### src/rtl/uart_tx.sv
// -----------------------------------------------------------------------------
// uart_tx
// 16x-oversampling UART transmitter. It sends 8 data bits LSB first, with
// optional even or odd parity and 1 or 2 stop bits. A small FIFO decouples
// the bus-side writer from the serial line. The baud_div, parity and stop2
// encoding matches the companion receiver, so one register set drives both.
//
// Optional feature (macro UART_TX_BREAK_EN):
//   When defined, the break_i input is added. Asserting break_i while idle
//   holds the line low. An in-progress frame finishes first. After break_i
//   is released, the line is held high for at least one full bit period
//   before the next frame may start.
//
// Ports:
//   clk        clock
//   rst        synchronous, active-high reset
//   data_i     byte to transmit
//   valid_i    push request; accepted when valid_i && ready_o at clk edge
//   ready_o    FIFO not full
//   baud_div   tick divider; tick period = baud_div+1 clocks
//   parity     0=None, 1=Even, 2=Odd, 3=None
//   stop2      0=1 stop bit, 1=2 stop bits
//   break_i    line break request (only with UART_TX_BREAK_EN)
//   tx_o       serial line, idle high (registered)
//   busy_o     frame in progress or FIFO non-empty (registered)
//   done_o     one-clock pulse at the end of each frame's last stop bit
//   fifo_level current FIFO occupancy
// -----------------------------------------------------------------------------
module uart_tx #(
    parameter logic [7:0] OVERSAMPLE = 8'd16,
    parameter int          FIFO_DEPTH = 4,
    parameter int          LVL_W      = 3
) (
    input  logic             clk,
    input  logic             rst,
    input  logic [7:0]       data_i,
    input  logic             valid_i,
    output logic             ready_o,
    input  logic [15:0]      baud_div,
    input  logic [1:0]       parity,
    input  logic             stop2,
`ifdef UART_TX_BREAK_EN
    input  logic             break_i,
`endif
    output logic             tx_o,
    output logic             busy_o,
    output logic             done_o,
    output logic [LVL_W-1:0] fifo_level
);

    localparam int               PTR_W     = (FIFO_DEPTH > 1) ? $clog2(FIFO_DEPTH) : 1;
    localparam logic [PTR_W-1:0] PTR_ONE   = PTR_W'(1);
    localparam logic [LVL_W-1:0] LVL_ONE   = LVL_W'(1);
    localparam logic [LVL_W-1:0] LVL_ZERO  = LVL_W'(0);
    localparam logic [LVL_W-1:0] LVL_FULL  = LVL_W'(FIFO_DEPTH);
    localparam logic [7:0]       OS_MAX    = OVERSAMPLE - 8'd1;

    typedef enum logic [2:0] {
        ST_IDLE    = 3'd0,
        ST_START   = 3'd1,
        ST_DATA    = 3'd2,
        ST_PAR     = 3'd3,
        ST_STOP1   = 3'd4,
        ST_STOP2   = 3'd5,
        ST_BRK     = 3'd6,
        ST_POSTBRK = 3'd7
    } state_t;

    // Parity bit for a frame: even = XOR of data, odd = its complement.
    function automatic logic parity_bit(input logic [7:0] data, input logic [1:0] mode);
        logic p;
        case (mode)
            2'd1:    p = ^data;
            2'd2:    p = ~(^data);
            default: p = 1'b0;
        endcase
        return p;
    endfunction

    // Mode 3 is treated like "no parity".
    function automatic logic parity_enabled(input logic [1:0] mode);
        return (mode == 2'd1) || (mode == 2'd2);
    endfunction

    // ------------------------------------------------------------------ signals
    logic             break_s;
    logic [15:0]      div_r;
    logic             tick_s;
    logic             bit_end_s;

    logic [7:0]       mem_r [FIFO_DEPTH];
    logic [PTR_W-1:0] wr_ptr_r;
    logic [PTR_W-1:0] rd_ptr_r;
    logic [LVL_W-1:0] level_r;
    logic [LVL_W-1:0] level_nxt_s;
    logic             push_s;
    logic             pop_s;
    logic             fifo_ne_s;
    logic [7:0]       head_s;

    state_t           state_r;
    state_t           state_nxt_s;
    logic             frame_load_s;
    logic             start_ok_s;

    logic [7:0]       os_r;
    logic [7:0]       os_nxt_s;
    logic [2:0]       bit_r;
    logic [2:0]       bit_nxt_s;
    logic [7:0]       shift_r;
    logic             par_en_r;
    logic             par_bit_r;
    logic             stop2_r;
    logic             tx_r;
    logic             tx_nxt_s;
    logic             done_r;
    logic             done_nxt_s;
    logic             busy_r;
    logic             busy_nxt_s;
    logic             ready_r;

`ifdef UART_TX_BREAK_EN
    assign break_s = break_i;
`else
    assign break_s = 1'b0;
`endif

    // ------------------------------------------------------------ tick divider
    assign tick_s    = (div_r == 16'd0);
    assign bit_end_s = tick_s && (os_r == 8'd0);

    // Free-running divider; a new baud_div is only picked up on reload.
    always_ff @(posedge clk) begin
        if (rst) begin
            div_r <= 16'd0;
        end else if (tick_s) begin
            div_r <= baud_div;
        end else begin
            div_r <= div_r - 16'd1;
        end
    end

    // -------------------------------------------------------------------- FIFO
    assign push_s    = valid_i && (level_r != LVL_FULL);
    assign pop_s     = frame_load_s;
    assign fifo_ne_s = (level_r != LVL_ZERO);
    assign head_s    = mem_r[rd_ptr_r];

    // Occupancy update; a simultaneous push and pop leaves it unchanged.
    always_comb begin
        level_nxt_s = level_r;
        case ({push_s, pop_s})
            2'b10:   level_nxt_s = level_r + LVL_ONE;
            2'b01:   level_nxt_s = level_r - LVL_ONE;
            default: level_nxt_s = level_r;
        endcase
    end

    // FIFO storage and pointers. Storage is not reset because the level gates every read.
    always_ff @(posedge clk) begin
        if (rst) begin
            wr_ptr_r <= {PTR_W{1'b0}};
            rd_ptr_r <= {PTR_W{1'b0}};
            level_r  <= LVL_ZERO;
            ready_r  <= 1'b1;
        end else begin
            if (push_s) begin
                mem_r[wr_ptr_r] <= data_i;
                wr_ptr_r        <= wr_ptr_r + PTR_ONE;
            end else begin
                wr_ptr_r        <= wr_ptr_r;
            end
            if (pop_s) begin
                rd_ptr_r <= rd_ptr_r + PTR_ONE;
            end else begin
                rd_ptr_r <= rd_ptr_r;
            end
            level_r <= level_nxt_s;
            ready_r <= (level_nxt_s != LVL_FULL);
        end
    end

    // --------------------------------------------------------------------- FSM
    // A queued byte may start unless a break request is pending.
    assign start_ok_s = fifo_ne_s && !break_s;

    // FSM state register.
    always_ff @(posedge clk) begin
        if (rst) begin
            state_r <= ST_IDLE;
        end else begin
            state_r <= state_nxt_s;
        end
    end

    // Next-state logic. The last stop bit chains straight into the next start bit.
    always_comb begin
        state_nxt_s  = state_r;
        frame_load_s = 1'b0;
        case (state_r)
            ST_IDLE: begin
                if (break_s) begin
                    state_nxt_s = ST_BRK;
                end else if (tick_s && fifo_ne_s) begin
                    state_nxt_s  = ST_START;
                    frame_load_s = 1'b1;
                end else begin
                    state_nxt_s = ST_IDLE;
                end
            end
            ST_START: begin
                if (bit_end_s) begin
                    state_nxt_s = ST_DATA;
                end else begin
                    state_nxt_s = ST_START;
                end
            end
            ST_DATA: begin
                if (bit_end_s && (bit_r == 3'd7)) begin
                    state_nxt_s = par_en_r ? ST_PAR : ST_STOP1;
                end else begin
                    state_nxt_s = ST_DATA;
                end
            end
            ST_PAR: begin
                if (bit_end_s) begin
                    state_nxt_s = ST_STOP1;
                end else begin
                    state_nxt_s = ST_PAR;
                end
            end
            ST_STOP1: begin
                if (bit_end_s && stop2_r) begin
                    state_nxt_s = ST_STOP2;
                end else if (bit_end_s && start_ok_s) begin
                    state_nxt_s  = ST_START;
                    frame_load_s = 1'b1;
                end else if (bit_end_s) begin
                    state_nxt_s = ST_IDLE;
                end else begin
                    state_nxt_s = ST_STOP1;
                end
            end
            ST_STOP2: begin
                if (bit_end_s && start_ok_s) begin
                    state_nxt_s  = ST_START;
                    frame_load_s = 1'b1;
                end else if (bit_end_s) begin
                    state_nxt_s = ST_IDLE;
                end else begin
                    state_nxt_s = ST_STOP2;
                end
            end
            ST_BRK: begin
                if (!break_s) begin
                    state_nxt_s = ST_POSTBRK;
                end else begin
                    state_nxt_s = ST_BRK;
                end
            end
            ST_POSTBRK: begin
                if (bit_end_s) begin
                    state_nxt_s = ST_IDLE;
                end else begin
                    state_nxt_s = ST_POSTBRK;
                end
            end
            default: begin
                state_nxt_s = ST_IDLE;
            end
        endcase
    end

    // Output and datapath next values: bit timing, line level, done and busy.
    always_comb begin
        os_nxt_s   = os_r;
        bit_nxt_s  = bit_r;
        done_nxt_s = 1'b0;
        tx_nxt_s   = 1'b1;

        if (frame_load_s) begin
            os_nxt_s  = OS_MAX;
            bit_nxt_s = 3'd0;
        end else if (state_r == ST_BRK) begin
            // Prime the post-break idle so it lasts a full bit period.
            os_nxt_s  = OS_MAX;
        end else if ((state_r != ST_IDLE) && tick_s) begin
            if (os_r != 8'd0) begin
                os_nxt_s = os_r - 8'd1;
            end else begin
                os_nxt_s = OS_MAX;
                if (state_r == ST_DATA) begin
                    bit_nxt_s = bit_r + 3'd1;
                end else begin
                    bit_nxt_s = bit_r;
                end
            end
        end else begin
            os_nxt_s = os_r;
        end

        if (bit_end_s && (((state_r == ST_STOP1) && !stop2_r) || (state_r == ST_STOP2))) begin
            done_nxt_s = 1'b1;
        end else begin
            done_nxt_s = 1'b0;
        end

        case (state_nxt_s)
            ST_START: tx_nxt_s = 1'b0;
            ST_DATA:  tx_nxt_s = shift_r[bit_nxt_s];
            ST_PAR:   tx_nxt_s = par_bit_r;
            ST_BRK:   tx_nxt_s = 1'b0;
            default:  tx_nxt_s = 1'b1;
        endcase

        busy_nxt_s = (state_nxt_s != ST_IDLE) || (level_nxt_s != LVL_ZERO);
    end

    // Frame datapath and registered outputs; parity and stop2 are frozen per frame.
    always_ff @(posedge clk) begin
        if (rst) begin
            os_r      <= 8'd0;
            bit_r     <= 3'd0;
            shift_r   <= 8'd0;
            par_en_r  <= 1'b0;
            par_bit_r <= 1'b0;
            stop2_r   <= 1'b0;
            tx_r      <= 1'b1;
            done_r    <= 1'b0;
            busy_r    <= 1'b0;
        end else begin
            os_r   <= os_nxt_s;
            bit_r  <= bit_nxt_s;
            tx_r   <= tx_nxt_s;
            done_r <= done_nxt_s;
            busy_r <= busy_nxt_s;
            if (frame_load_s) begin
                shift_r   <= head_s;
                par_en_r  <= parity_enabled(parity);
                par_bit_r <= parity_bit(head_s, parity);
                stop2_r   <= stop2;
            end else begin
                shift_r   <= shift_r;
                par_en_r  <= par_en_r;
                par_bit_r <= par_bit_r;
                stop2_r   <= stop2_r;
            end
        end
    end

    assign tx_o       = tx_r;
    assign done_o     = done_r;
    assign busy_o     = busy_r;
    assign ready_o    = ready_r;
    assign fifo_level = level_r;

endmodule

### config.mk
export PLATFORM = sky130hd
export DESIGN_NAME = uart_tx
export DESIGN_NICKNAME = d
export VERILOG_FILES = /design/src/rtl/uart_tx.sv
export SDC_FILE = /design/constraint.sdc
export NUM_CORES = 1
export LEC_CHECK = 0
export CAP_MARGIN = 10
export CORE_MARGIN = 3
export CORE_UTILIZATION = 40
export DETAILED_ROUTE_END_ITERATION = 10
export MAX_ROUTING_LAYER = met4
export PLACE_DENSITY = 0.65
export SLEW_MARGIN = 15
export SYNTH_ARGS = -nofsm -noshare
export SYNTH_HDL_FRONTEND = slang
export SYNTH_SLANG_ARGS = --single-unit
### constraint.sdc
create_clock -name clk -period 6.76 [get_ports clk]
set_clock_uncertainty 0.2 [all_clocks]
set_input_delay 2.028 -clock clk [delete_from_list [all_inputs] [get_ports clk]]
set_output_delay 2.028 -clock clk [all_outputs]
set_load 0.02 [all_outputs]
; After elaboration in Yosys (flattened, before gate mapping)
; Memory sizes are Yosys's and may differ from the RTL's. A register that Yosys moved wholly into a read port is not among the register bits.
; Cells that the tools add are included.
[classes]
bitwise_logic = 1
n_mux = 37
add_sub_neg = 7
magnitude_cmp = 1
reduce_logical = 25
n_eq_ne = 18
[op_table]
columns = operator, n
row1 = 2-to-1 mux 3 bit, 14
row2 = case mux 3 bit (8 select lines), 1
row3 = "== test 3 bit, second input constant", 6
row4 = zero test 16 bit, 1
row5 = 2-to-1 mux 16 bit, 1
row6 = "subtractor 16 x 1 -> 16 bit, second input constant", 1
row7 = nonzero test 3 bit, 5
row8 = "== test 3 x 2 -> 1 bit, second input constant", 4
row9 = 2-to-1 mux 4 bit, 3
row10 = logical AND 1 bit, 9
row11 = 2-to-1 mux 1 bit, 9
row12 = zero test 8 bit, 1
row13 = 2-to-1 mux 8 bit, 1
row14 = nonzero test 8 bit, 1
row15 = XOR reduction 8 bit, 1
row16 = "subtractor 8 x 1 -> 8 bit, second input constant", 1
row17 = "adder 3 x 1 -> 3 bit, second input constant", 2
row18 = "== test 3 x 1 -> 1 bit, second input constant", 2
row19 = 2-to-1 mux 2 bit, 3
row20 = "!= test 3 bit, second input constant", 2
row21 = case mux 1 bit (3 select lines), 2
row22 = case mux 3 bit (2 select lines), 1
row23 = "adder 2 x 1 -> 2 bit, second input constant", 2
row24 = "== test 2 x 1 -> 1 bit, second input constant", 2
row25 = 11 further kinds, 14
[word_totals]
regBits = 52
ram_bits = 32
input_bits = 30
out_inout_bits = 7
n_memories = 1
[memory_table]
columns = name, depth, width, rd, rd_ports_with_merged_regs, write_ports, line
row1 = mem_r, 4, 8, 1, 1, 1, 91  ; logic [7:0] mem_r [FIFO_DEPTH];

; Depth between registers and ports, before layout
[depth]
word_depth = 10
mapped_depth = 13

; Worst setup path after synthesis
; Ideal clock, no wire load.
[synth_path]
kind = in2reg
startpoint = input valid_i
endpoint = register ready_r, in the netlist ready_o
cell_stages = 8
t_required_ns = 6.441
slack_ns = 3.024
t_arrival_ns = 3.417
setup_ns = 0.119
cell_sequence = nand2_1 -> ha_1 -> inv_1 -> fa_1 -> xor2_1 -> or3_1 -> a21oi_1 -> nand2_1
[synth_via]
elab_chain_cells = 4
elab_cells_between_ends = 5
classes_between = eq/ne: 3 / mux: 1 / reduce/logical: 1
[synth_rtl]
columns = item, line
row1 = "start, declared", 37  ; input logic valid_i,
row2 = logical AND 1 bit (*), 144  ; assign push_s = valid_i && (level_r != LVL_FULL);
row3 = == test 2 x 1 -> 1 bit / == test 2 bit (equally long branches), 152  ; case ({push_s, pop_s})
row4 = case mux 3 bit (2 select lines) (*), 152
row5 = != test 3 bit (*), 179  ; ready_r <= (level_nxt_s != LVL_FULL);
row6 = "end signal, assigned", 179
row7 = "end, declared", 120  ; logic ready_r;
; Every way passes the cells marked *; elsewhere a longest branch is shown, timed or not.
; A chain may end at the register's enable or synchronous reset.

; Worst setup path in the final report
; Same ends and word-level chain as after synthesis.

==> flow_summary_export.csv <==
group,metric,value,unit
run_status,status,"finished, final reports clean",
sta,fmax,254.5,MHz
final_layout,utilization,48.02,%
logic_synthesis,synth_xor_area_share,6.366,%
power,vdd_drop_max,0.1417,mV
logic_synthesis,synth_top_family_by_area,"simple AND/OR/NAND/NOR gates",
clocking,root_buffer,"clkbuf_8",
worst_setup_path,cp_max_fo,4,
global_routing,grt_usage,14.61,%
final_layout,fillCellCount,942,
logic_synthesis,yosys-top-cells-area,"dfxtp_1, edfxtp_1, nor2_1, mux4_2, xnor2_1",
worst_setup_path,crit_top_cell,"nand2_1",
clocking,cts.path.max_buffers,2,
final_layout,layout_common_cells,"dfxtp_1, nor2_1, nand2_1, clkdlybuf4s50_1, edfxtp_1",
routing,wl,7628,um
clocking,clkTransAtPathRegs,0.10,ns
worst_setup_path,crit_slowest_cell,"clkdlybuf4s50_1",
final_layout,drive_gt1_share,9.579,%
routing,drt_iter0_drc,135,
placed_design,numPortBuffers,36,
logic_synthesis,synth-simple-area-share,20.01,%
die,start_util,41.65,%
power,p_per_area,336.3,mW/mm^2
final_layout,antenna_cells,0,
die,die_area,0.01157,mm^2
run,maxCapViolations,0,
die,core_area,0.009910,mm^2
global_routing,grt_pass1_wl,13230,um
power,p_leak,1.627,nW
worst_setup_path,critPathKind,"in2reg",
logic_synthesis,synthAdderAreaFrac,4.122,%
die,die_h,107.6,um
logic_synthesis,synth_area,0.004128,mm^2
worst_setup_path,cp_data_arrival_time,3.99,ns
logic_synthesis,ys.flop_type,"dfxtp_1",
logic_synthesis,ys_types,56,
logic_synthesis,yosys.area.top_type,"dfxtp_1",
logic_synthesis,syn_inst,395,
logic_synthesis,synth_top_area_share,26.19,%
worst_setup_path,cp-start-kind,"primary input",
sta,setup-tns-final,0,ns
sta,fin_crit,3.929,ns
logic_synthesis,synthesis.nets,438,
sta,rsz0062_at_grt,"false",
routing,routed_via_density,5.100,
sta,drv_slew,0,
logic_synthesis,ys_ff_latch,86,
worst_setup_path,crit_required,6.82,ns
placed_design,dpl.hpwl,5443,um
logic_synthesis,ys_seq_area_share,49.47,%
power,p_total,0.001600,W
global_routing,antenna_found_initial,0,
sta,timing.final.hold_violations,0,
clocking,post_cts_buffers,0,
final_layout,fin_nets,466,
logic_synthesis,synth.avg_cell_area,10.45,um^2
logic_synthesis,synth.area.mux_share,6.062,%
routing,ant_nets,0,
sta,relSlewSlack,31.17,%
logic_synthesis,yosys_warnings,0,
global_routing,grt_remaining_overflow,0,
worst_hold_path,hold_class,"reg2reg",
logic_synthesis,synth-edff-count,32,
sta,timing.hold.ws,0.2647,ns
sta,tightest_slew,1.025,ns
worst_setup_path,critPathCaptureType,"flip-flop",
logic_synthesis,synth_compound_area_share,10.22,%
die,pin_count,37,
clocking,clkSinkCount,86,
placed_design,routabilityCongestion,0.7971,
routing,wl_per_cell,13.60,um
logic_synthesis,async_flop_share,0,%
routing,drc,0,
placed_design,dpl_cell_area,0.004554,mm^2
final_layout,layout_commonest_cell,"dfxtp_1",
routing,vias,2861,
sta,setup_viol_count_final,0,
clocking,clk_latency,0.37,ns
final_layout,final_cell_area,0.004758,mm^2
die,num_rows,36,
global_routing,grt_pass1_vias,2842,
worst_setup_path,crit_chain,"clkdlybuf4s50_1 -> nand2_1 -> ha_1 -> inv_1 -> fa_1 -> xor2_1 -> or3_1 -> a21oi_1 -> nand2_1",
worst_setup_path,worst_path_largest_cell_delay,0.42,ns
global_routing,grt_max_degree,51,
clocking,ctsResizeCount,0,
die,die_w,107.6,um
clocking,cts_max_level,3,
clocking,cts_buffers,9,
final_layout,synthToLayoutAreaGrowth,15.28,%
routing,drt_first_pass_iters,4,
clocking,cts_tree,"yes",
clocking,cts_hold_buf,0,
sta,fin_crit_sh,58.12,%
## registers in the layout, summed over array words and instances, names as in the netlist, 2 cells and up, named ones only
name and count:
shift_r 8, bit_r 3, rd_ptr_r 2, os_r 8
fifo_level 3, mem_r 32, div_r 16, wr_ptr_r 2
state_r 3
## cells by family after synthesis
group                      after synthesis
and+or+nand+nor                        151
xor gates and xnor gates                30
buffers and inverters                   35
adders and majority gates               13
AOI/OAI and AO/OA                       65
muxes                                   15
DFF                                     86
## synthesized netlist by cell type (all sizes together) (2+ instances only)
master and count:
dfxtp 54, nor2 52, nand2 38, edfxtp 32, a21oi 24, xnor2 18, inv 16, a211oi 14
nor3 13, ha 12, nor4 12, xor2 12, clkbuf 10, buf 9, mux4 8, mux2i 7
a31oi 6, or3 5, and2 4, nand3 4, nand4 4, nor3b 4, o21ai 4, o31ai 3
a21o 2, a22oi 2, nand2b 2, nand4b 2, nor2b 2, o21bai 2, or4 2, or4b 2
## per-stage QoR
step | instances | worst slack [ns]
after CTS | 561 | 2.837
after floorplan | 395 | 3.024
after detailed placement | 545 | 2.427
after global placement | 545 | 2.518
final | 561 | 2.831
after global routing | 561 | 2.690
## routing by layer
metal	GRT usage (%)	vias up	share of wire, %
li1	-	1471	-
met1	18.43	1342	48
met2	23.58	38	48
met3	3.239	10	3.3
met4	4.509	0	0.83
met5	-	-	0
## area by class of cell
class                           instances  area (um^2)  share of cell area [%]
Sequential cell                        86         2042                   42.91
Multi-Input combinational cell        274         1931                   40.57
Timing Repair Buffer                   36        355.3                   7.468
Tap cell                              133        166.4                   3.497
Clock buffer                            9        123.9                   2.603
Clock inverter                          7        80.08                   1.683
Inverter                               16        60.06                   1.262
## worst max-delay path: cells and delay by family
family	cells	cell delay [ns]
XOR/XNOR	1	0.18
adder cells (fa/ha/maj)	2	0.57
AO/OA/AOI/OAI	1	0.20
buffers and inverters	2	0.48
AND/OR/NAND/NOR	3	0.54
## where the power goes
group | internal [W] | leakage, nW | switching [W]
Clock | 0.000146 | 0.0990 | 0.000218
Sequential | 0.000614 | 0.730 | 0.0000804
Combinational | 0.000243 | 0.798 | 0.000298
Total | 0.00100 | 1.63 | 0.000597
## path summary, 6_finish.rpt
path / startpoint / end / slack (ns) / cells past startpoint
min reg2reg: shift_r[0] / shift_r[0] / 0.26 / 2
max reg2reg: os_r[0] / ready_o / 3.13 / 12
max: valid_i / ready_o / 2.83 / 9
min: shift_r[0] / shift_r[0] / 0.26 / 2
(Power assumes the default switching activity.)
